<file path="src/rtl/ram_slot_arbiter_if.sv">
// Bus between the SRAM requesters (video, Z80, STM32 DMA) and the slot arbiter.
// master = requester/environment side, slave = arbiter side.
interface ram_slot_arbiter_if;
  // requester -> arbiter
  logic       LINE_SYNC;
  logic       VID_ACTIVE;
  logic       CPU_REQ;
  logic       CPU_WE;
  logic       DMA_REQ;
  logic       DMA_WE;
  logic [7:0] MD_IN;
  // arbiter -> SRAM pins / requesters
  logic       GNT_VID;
  logic       GNT_CPU;
  logic       GNT_DMA;
  logic       RAM_OE_N;
  logic       RAM_WE_N;
  logic       CPU_WAIT_N;
  logic       DMA_ACK;
  logic [7:0] DMA_RDATA;
  logic [3:0] PHASE;

  modport master (
    output LINE_SYNC, VID_ACTIVE, CPU_REQ, CPU_WE, DMA_REQ, DMA_WE, MD_IN,
    input  GNT_VID, GNT_CPU, GNT_DMA, RAM_OE_N, RAM_WE_N, CPU_WAIT_N,
           DMA_ACK, DMA_RDATA, PHASE
  );

  modport slave (
    input  LINE_SYNC, VID_ACTIVE, CPU_REQ, CPU_WE, DMA_REQ, DMA_WE, MD_IN,
    output GNT_VID, GNT_CPU, GNT_DMA, RAM_OE_N, RAM_WE_N, CPU_WAIT_N,
           DMA_ACK, DMA_RDATA, PHASE
  );
endinterface

</file>
<file path="src/rtl/ram_slot_arbiter.sv">
// Time-slot arbiter for the shared main SRAM.
// A free-running 16-phase counter reserves two phases per slot for the screen
// fetcher; the remaining phases go to the Z80 or to two-cycle DMA transfers.
// Every output is registered: the FSM decides at each edge what the *next*
// cycle looks like, so all reservation checks look at the next phase.
module ram_slot_arbiter #(
  parameter logic [3:0] PH_ATTR      = 4'd14,
  parameter logic [3:0] PH_BMP       = 4'd15,
  parameter int         DMA_MAX_WAIT = 48,
  parameter int         WAIT_W       = 6
) (
  input logic               CLK_14MHZ,
  input logic               RESET,
  ram_slot_arbiter_if.slave bus
);

  localparam logic [WAIT_W-1:0] MAX_CNT = WAIT_W'(DMA_MAX_WAIT);

  typedef enum logic [2:0] {
    S_IDLE,
    S_CPU,
    S_VID,
    S_DMA_SETUP,
    S_DMA_STROBE
  } state_t;

  state_t            state, nxt;
  logic [3:0]        phase_q;
  logic [3:0]        ph_nxt, ph_nn;
  logic [WAIT_W-1:0] wait_cnt;
  logic              dma_we_q;

  // registered outputs and their next values
  logic       gnt_vid_q, gnt_cpu_q, gnt_dma_q;
  logic       oe_n_q, we_n_q, wait_n_q, ack_q;
  logic [7:0] rdata_q;
  logic       gnt_vid_d, gnt_cpu_d, gnt_dma_d;
  logic       oe_n_d, we_n_d, wait_n_d;

  logic rsv_next, pair_ok, dma_live, starved;

  function automatic logic is_rsv(input logic [3:0] ph, input logic va);
    return va && ((ph == PH_ATTR) || (ph == PH_BMP));
  endfunction

  // Phase arithmetic: the phase the next cycle will carry, and the one after.
  // LINE_SYNC wins over the increment so a sync never leaves a stale slot.
  always_comb begin
    ph_nxt = bus.LINE_SYNC ? 4'd0 : phase_q + 4'd1;
    ph_nn  = ph_nxt + 4'd1;
  end

  // Slot qualifiers. The request is masked during the strobe and the ACK
  // cycle because the requester is still holding DMA_REQ for the transfer
  // that is just finishing; it must not launch a second one.
  always_comb begin
    rsv_next = is_rsv(ph_nxt, bus.VID_ACTIVE);
    pair_ok  = !rsv_next && !is_rsv(ph_nn, bus.VID_ACTIVE);
    dma_live = bus.DMA_REQ && (state != S_DMA_STROBE) && !ack_q;
    starved  = dma_live && (wait_cnt == MAX_CNT);
  end

  // Phase counter: free-running, wraps 15->0.
  always_ff @(posedge CLK_14MHZ or posedge RESET) begin
    if (RESET) phase_q <= 4'd0;
    else       phase_q <= ph_nxt;
  end

  // FSM state register.
  always_ff @(posedge CLK_14MHZ or posedge RESET) begin
    if (RESET) state <= S_IDLE;
    else       state <= nxt;
  end

  // FSM next state: video > starved DMA > CPU > ordinary DMA.
  // A DMA pair is only started when both of its cycles fall on free phases.
  always_comb begin
    nxt = S_IDLE;
    if (state == S_DMA_SETUP)        nxt = S_DMA_STROBE;
    else if (rsv_next)               nxt = S_VID;
    else if (starved && pair_ok)     nxt = S_DMA_SETUP;
    else if (bus.CPU_REQ)            nxt = S_CPU;
    else if (dma_live && pair_ok)    nxt = S_DMA_SETUP;
    else                             nxt = S_IDLE;
  end

  // FSM outputs for the next cycle. CPU direction is taken from the request
  // being granted; DMA direction comes from the latched copy.
  always_comb begin
    gnt_vid_d = (nxt == S_VID);
    gnt_cpu_d = (nxt == S_CPU);
    gnt_dma_d = (nxt == S_DMA_SETUP) || (nxt == S_DMA_STROBE);
    oe_n_d    = 1'b1;
    we_n_d    = 1'b1;
    case (nxt)
      S_VID:        oe_n_d = 1'b0;
      S_CPU:        begin
                      oe_n_d = bus.CPU_WE;
                      we_n_d = !bus.CPU_WE;
                    end
      S_DMA_STROBE: begin
                      oe_n_d = dma_we_q;
                      we_n_d = !dma_we_q;
                    end
      default:      ;
    endcase
    // WAIT tracks the ownership of the coming cycle against the live request.
    wait_n_d  = !(bus.CPU_REQ && (nxt != S_CPU));
  end

  // Output registers; ACK follows the strobe cycle, read data is captured
  // from the bus at the end of a read strobe and held until the next read.
  always_ff @(posedge CLK_14MHZ or posedge RESET) begin
    if (RESET) begin
      gnt_vid_q <= 1'b0;
      gnt_cpu_q <= 1'b0;
      gnt_dma_q <= 1'b0;
      oe_n_q    <= 1'b1;
      we_n_q    <= 1'b1;
      wait_n_q  <= 1'b1;
      ack_q     <= 1'b0;
      rdata_q   <= 8'h00;
    end else begin
      gnt_vid_q <= gnt_vid_d;
      gnt_cpu_q <= gnt_cpu_d;
      gnt_dma_q <= gnt_dma_d;
      oe_n_q    <= oe_n_d;
      we_n_q    <= we_n_d;
      wait_n_q  <= wait_n_d;
      ack_q     <= (state == S_DMA_STROBE);
      if ((state == S_DMA_STROBE) && !dma_we_q) rdata_q <= bus.MD_IN;
    end
  end

  // Latch DMA direction at pair start so the strobe and capture agree.
  always_ff @(posedge CLK_14MHZ or posedge RESET) begin
    if (RESET)                   dma_we_q <= 1'b0;
    else if (nxt == S_DMA_SETUP) dma_we_q <= bus.DMA_WE;
  end

  // Starvation counter: cycles a request has waited without a grant,
  // saturating; cleared by the completion pulse.
  always_ff @(posedge CLK_14MHZ or posedge RESET) begin
    if (RESET)                                           wait_cnt <= '0;
    else if (ack_q)                                      wait_cnt <= '0;
    else if (bus.DMA_REQ && !gnt_dma_q && wait_cnt != MAX_CNT)
                                                         wait_cnt <= wait_cnt + 1'b1;
  end

  assign bus.GNT_VID    = gnt_vid_q;
  assign bus.GNT_CPU    = gnt_cpu_q;
  assign bus.GNT_DMA    = gnt_dma_q;
  assign bus.RAM_OE_N   = oe_n_q;
  assign bus.RAM_WE_N   = we_n_q;
  assign bus.CPU_WAIT_N = wait_n_q;
  assign bus.DMA_ACK    = ack_q;
  assign bus.DMA_RDATA  = rdata_q;
  assign bus.PHASE      = phase_q;

endmodule

</file>
<file path="src/flat_wrapper.sv">
// flat-port wrapper written by rule: the top's interface ports become plain ports
module ram_slot_arbiter_flat 
#(
  parameter logic [3:0] PH_ATTR      = 4'd14,
  parameter logic [3:0] PH_BMP       = 4'd15,
  parameter int         DMA_MAX_WAIT = 48,
  parameter int         WAIT_W       = 6
)
  (CLK_14MHZ, RESET, bus_LINE_SYNC, bus_VID_ACTIVE, bus_CPU_REQ, bus_CPU_WE, bus_DMA_REQ, bus_DMA_WE, bus_MD_IN, bus_GNT_VID, bus_GNT_CPU, bus_GNT_DMA, bus_RAM_OE_N, bus_RAM_WE_N, bus_CPU_WAIT_N, bus_DMA_ACK, bus_DMA_RDATA, bus_PHASE);
  ram_slot_arbiter_if bus_i ();
  input logic CLK_14MHZ;
  input logic RESET;
  input wire logic [$bits(bus_i.LINE_SYNC)-1:0] bus_LINE_SYNC;
  input wire logic [$bits(bus_i.VID_ACTIVE)-1:0] bus_VID_ACTIVE;
  input wire logic [$bits(bus_i.CPU_REQ)-1:0] bus_CPU_REQ;
  input wire logic [$bits(bus_i.CPU_WE)-1:0] bus_CPU_WE;
  input wire logic [$bits(bus_i.DMA_REQ)-1:0] bus_DMA_REQ;
  input wire logic [$bits(bus_i.DMA_WE)-1:0] bus_DMA_WE;
  input wire logic [$bits(bus_i.MD_IN)-1:0] bus_MD_IN;
  output wire logic [$bits(bus_i.GNT_VID)-1:0] bus_GNT_VID;
  output wire logic [$bits(bus_i.GNT_CPU)-1:0] bus_GNT_CPU;
  output wire logic [$bits(bus_i.GNT_DMA)-1:0] bus_GNT_DMA;
  output wire logic [$bits(bus_i.RAM_OE_N)-1:0] bus_RAM_OE_N;
  output wire logic [$bits(bus_i.RAM_WE_N)-1:0] bus_RAM_WE_N;
  output wire logic [$bits(bus_i.CPU_WAIT_N)-1:0] bus_CPU_WAIT_N;
  output wire logic [$bits(bus_i.DMA_ACK)-1:0] bus_DMA_ACK;
  output wire logic [$bits(bus_i.DMA_RDATA)-1:0] bus_DMA_RDATA;
  output wire logic [$bits(bus_i.PHASE)-1:0] bus_PHASE;
  assign bus_i.LINE_SYNC = bus_LINE_SYNC;
  assign bus_i.VID_ACTIVE = bus_VID_ACTIVE;
  assign bus_i.CPU_REQ = bus_CPU_REQ;
  assign bus_i.CPU_WE = bus_CPU_WE;
  assign bus_i.DMA_REQ = bus_DMA_REQ;
  assign bus_i.DMA_WE = bus_DMA_WE;
  assign bus_i.MD_IN = bus_MD_IN;
  assign bus_GNT_VID = bus_i.GNT_VID;
  assign bus_GNT_CPU = bus_i.GNT_CPU;
  assign bus_GNT_DMA = bus_i.GNT_DMA;
  assign bus_RAM_OE_N = bus_i.RAM_OE_N;
  assign bus_RAM_WE_N = bus_i.RAM_WE_N;
  assign bus_CPU_WAIT_N = bus_i.CPU_WAIT_N;
  assign bus_DMA_ACK = bus_i.DMA_ACK;
  assign bus_DMA_RDATA = bus_i.DMA_RDATA;
  assign bus_PHASE = bus_i.PHASE;
  ram_slot_arbiter #(.PH_ATTR(PH_ATTR), .PH_BMP(PH_BMP), .DMA_MAX_WAIT(DMA_MAX_WAIT), .WAIT_W(WAIT_W)) u_core (.CLK_14MHZ(CLK_14MHZ), .RESET(RESET), .bus(bus_i));
endmodule
</file>
<file path="config.mk">
export PLATFORM = sky130hd
export DESIGN_NAME = ram_slot_arbiter_flat
export DESIGN_NICKNAME = d
export VERILOG_FILES = /design/src/rtl/ram_slot_arbiter_if.sv /design/src/rtl/ram_slot_arbiter.sv /design/src/flat_wrapper.sv
export SDC_FILE = /design/constraint.sdc
export NUM_CORES = 1
export LEC_CHECK = 0
export CORE_ASPECT_RATIO = 1.5
export CORE_UTILIZATION = 45
export DETAILED_ROUTE_END_ITERATION = 10
export HOLD_SLACK_MARGIN = 0.02
export PLACE_DENSITY = 0.76
export SLEW_MARGIN = 20
export SYNTH_ARGS = -nofsm -noshare
export SYNTH_HDL_FRONTEND = slang
export SYNTH_SLANG_ARGS = --single-unit
</file>
<file path="constraint.sdc">
create_clock -name CLK_14MHZ -period 2 [get_ports CLK_14MHZ]
set_input_delay 0.4 -clock CLK_14MHZ [delete_from_list [all_inputs] [get_ports CLK_14MHZ]]
set_output_delay 0.4 -clock CLK_14MHZ [all_outputs]
set_load 0.02 [all_outputs]
</file>
==> results.md <==
* Critical-path maximum fanout at 3
* P&R area growth vs syn at 40.22%
* #FFs+latches synth at 29
* Die area at 3020 sq um
* Nature of the critical path startpoint: flip-flop
* Number of I/O pins at 35
* Worst Path Required at 2170 ps
* Worst Skew at 6.654 ps
* Footprint of the multi-input gates at 495.5 sq um
* ANT nets after route at 0
* DRC Markers at 0
* Worst setup EP type: flip-flop
* Post-synthesis cell count at 103
* Rel. slew slack at 0.7183
* HP Class: in2async
* Synth area leader: dfrtp_1
* Number of gates resized after CTS at 0
* Top post-synthesis cells by count: 26 x dfrtp_1, 13 x nor2_1, 8 x inv_1, 8 x mux2_2, 6 x nand2_1
* Clock Latency Late Sink at 290 ps
* Setup Fix Bufs, Post-CTS at 0
* Initial core utilization at 0.4708
* Syn avg cell area at 12.23 sq um
* Max Cap Viol at 0
* WL per Instance at 13.10 um
* Final TNS setup at 0 ps
* Number of synthesized flops with an enable pin at 0
* Psw at 0.0006186 W
* Synth top area share at 0.5164
* Clock transition at path regs at 60 ps
* Tcrit/Tclk final at 0.9373
* Netlist cell types at 32
* Largest net degree at the start of global routing at 30
* CTS Root Cell: clkbuf_8
* Row cnt at 23
* Outcome: finished, final reports clean
* GRT Overall Usage at 0.1957
* Flip-flop and latch area at 729.5 sq um
* Max-slew violations at 0
* Primary FF master, synth: dfrtp_1
* Clock power share at 0.235
* Syn Std Cell Area at 1260 sq um
* Synth Net Count at 122
* Min Tclk post-route at 1875 ps
* Asr flop ratio synth at 1.000
* Clock buffer count from CTS at 5
* ANT cells at 0
* Post-synthesis sequential area ratio at 0.5789
* RSZ-0062 raised after global routing: no
* Util after Layout at 0.6601
* Sw frac at 0.3188
* Crit path kind: reg2reg
* CTS tree: built
* Vias in the first global route at 921
* Crit path DAT at 2050 ps
* Vias at 914
* Worst setup margin at 125.5 ps
* Worst vdd ir at 0.0007168 V
* CTS Buffer Depth at 2
* Die H at 66.81 um
* PortBufs at 34
* Placer Congestion at 0.7007
* Fillers at 214
* Pre-CTS setup slack at 19.00 ps
* Hold Buf Count CTS at 0
* Cell with the most instances after synthesis: dfrtp_1
* DP HPWL at 1.794 mm
* Flop pwr share at 0.438
* GRT overflow at 0
* Vias per cell at 4.888
* Initial drt markers at 20
* Clock Sink Count at 29
* H-tree depth at 2
* TritonRoute pass-1 iters at 4
* Initial antenna violation count at 0
* Dominant cells by area after synthesis: dfrtp_1 52%, mux2_2 7.1%, dfstp_2 6.3%
* Power Density at 1098 nW/um^2
* Total power at 0.001940 W
* Core area at 2676 sq um
* Fmax at 533.5 MHz
* Synth warn at 0
* Final setup vio count at 0
* Nets at 168
* Worst-margin pin slew at 419.5 ps
* Wirelength, routed at 2.450 mm
* Design internal power at 0.001322 W
* Share of cells above drive strength 1 at 0.2267
* Static leakage at 0.8013 nW
* First-pass GRT wire length at 3.884 mm
* Hold Vio Cnt, Final at 0
* Die Width at 45.21 um
* Comb power frac at 0.327
layer usage:
metal  track usage  up-vias  wire length [um]
met4        0.1477        0                57
met3       0.07317        6               120
li1              -      435                 -
met2        0.3297       25              1357
met5             0        -                 0
met1        0.1826      448               913
cell type report:
cell class | instances | share of cell area
Sequential cell | 29 | 0.4129
Timing Repair Buffer | 39 | 0.2139
Inverter | 9 | 0.01983
Clock buffer | 6 | 0.04108
Multi-Input combinational cell | 65 | 0.2805
Clock inverter | 2 | 0.005666
Tap cell | 37 | 0.02620
registers in the layout, summed over array words and instances, names as in the netlist:
name / count
u_core.bus.RAM_WE_N: 1
u_core.bus.PHASE: 4
u_core.bus.RAM_OE_N: 1
u_core.dma_we_q: 1
u_core.wait_cnt: 6
u_core.bus.GNT_VID: 1
u_core.bus.CPU_WAIT_N: 1
u_core.bus.GNT_DMA: 1
u_core.bus.DMA_ACK: 1
u_core.bus.DMA_RDATA: 8
u_core.bus.GNT_CPU: 1
u_core.state: 3
critical path: stages, from the launching register on:
cell	delay, ps
dfrtp_1	410
ha_1	220
xnor2_2	210
nor3b_1	90
a311o_2	410
clkinv_2	70
nand2_2	60
mux2_4	300
cell usage in the layout (no fill, tap or decap), drive strengths merged:
master / count
clkdlybuf4s50: 34
dfrtp: 26
nor2: 14
mux2: 9
inv: 8
nand2: 7
clkbuf: 6
buf: 5
xor2: 4
clkinv: 3
nor2b: 3
ha: 3
dfstp: 3
xnor2: 3
nand3: 2
a31oi: 2
and3: 2
o21ai: 2
nand4: 2
nor3b: 2
or3b: 1
a311oi: 1
or2: 1
o21bai: 1
a311o: 1
nor4b: 1
a211oi: 1
o211ai: 1
a21boi: 1
a21oi: 1
logic make-up (layout without fill, tap and decap cells):
kind of cell | after synthesis | after routing | share of synthesized area
muxes | 9 | 9 | 0.08342
AOI/OAI and AO/OA | 11 | 11 | 0.07646
buffers and inverters | 9 | 56 | 0.02780
DFF | 29 | 29 | 0.5789
and+or+nand+nor | 35 | 35 | 0.1490
xor gates and xnor gates | 7 | 7 | 0.05462
adders and majority gates | 3 | 3 | 0.02979
power by group through the flow:
stage / clock network [W] / logic [W] / registers, W
floorplan: 0 / 0.000246 / 0.000963
global placement: 0 / 0.000623 / 0.000850
detailed placement: 0 / 0.000640 / 0.000861
CTS: 0.000475 / 0.000645 / 0.000849
global route: 0.000503 / 0.000698 / 0.000866
finish: 0.000456 / 0.000635 / 0.000849
metrics by stage:
step                cell area [sq um]  cells  hold slack, ps
floorplan                        1260    103           465.6
global placement                 1684    179           487.8
detailed placement               1684    179           499.7
CTS                              1767    187           488.9
global route                     1767    187           531.2
finish                           1767    187           482.7
path summary, 6_finish.rpt:
path / from / end / slack, ps / depth (start not counted)
worst min-delay path: RESET / u_core.bus.GNT_DMA$_DFF_PP0_ / 480 / 3
min in group CLK_14MHZ: u_core.bus.DMA_RDATA[7]$_DFFE_PP0P_ / u_core.bus.DMA_RDATA[7]$_DFFE_PP0P_ / 510 / 1
max in group asynchronous: RESET / u_core.bus.RAM_OE_N$_DFF_PP1_ / 1210 / 3
worst max register to register: u_core.bus.PHASE[1]$_DFF_PP0_ / u_core.dma_we_q$_DFFE_PP0N_ / 130 / 7
worst min register to register: u_core.bus.DMA_RDATA[7]$_DFFE_PP0P_ / u_core.bus.DMA_RDATA[7]$_DFFE_PP0P_ / 510 / 1
worst max-delay path: u_core.bus.PHASE[1]$_DFF_PP0_ / u_core.dma_we_q$_DFFE_PP0N_ / 130 / 7
Power figures use the tool's default switching activity.
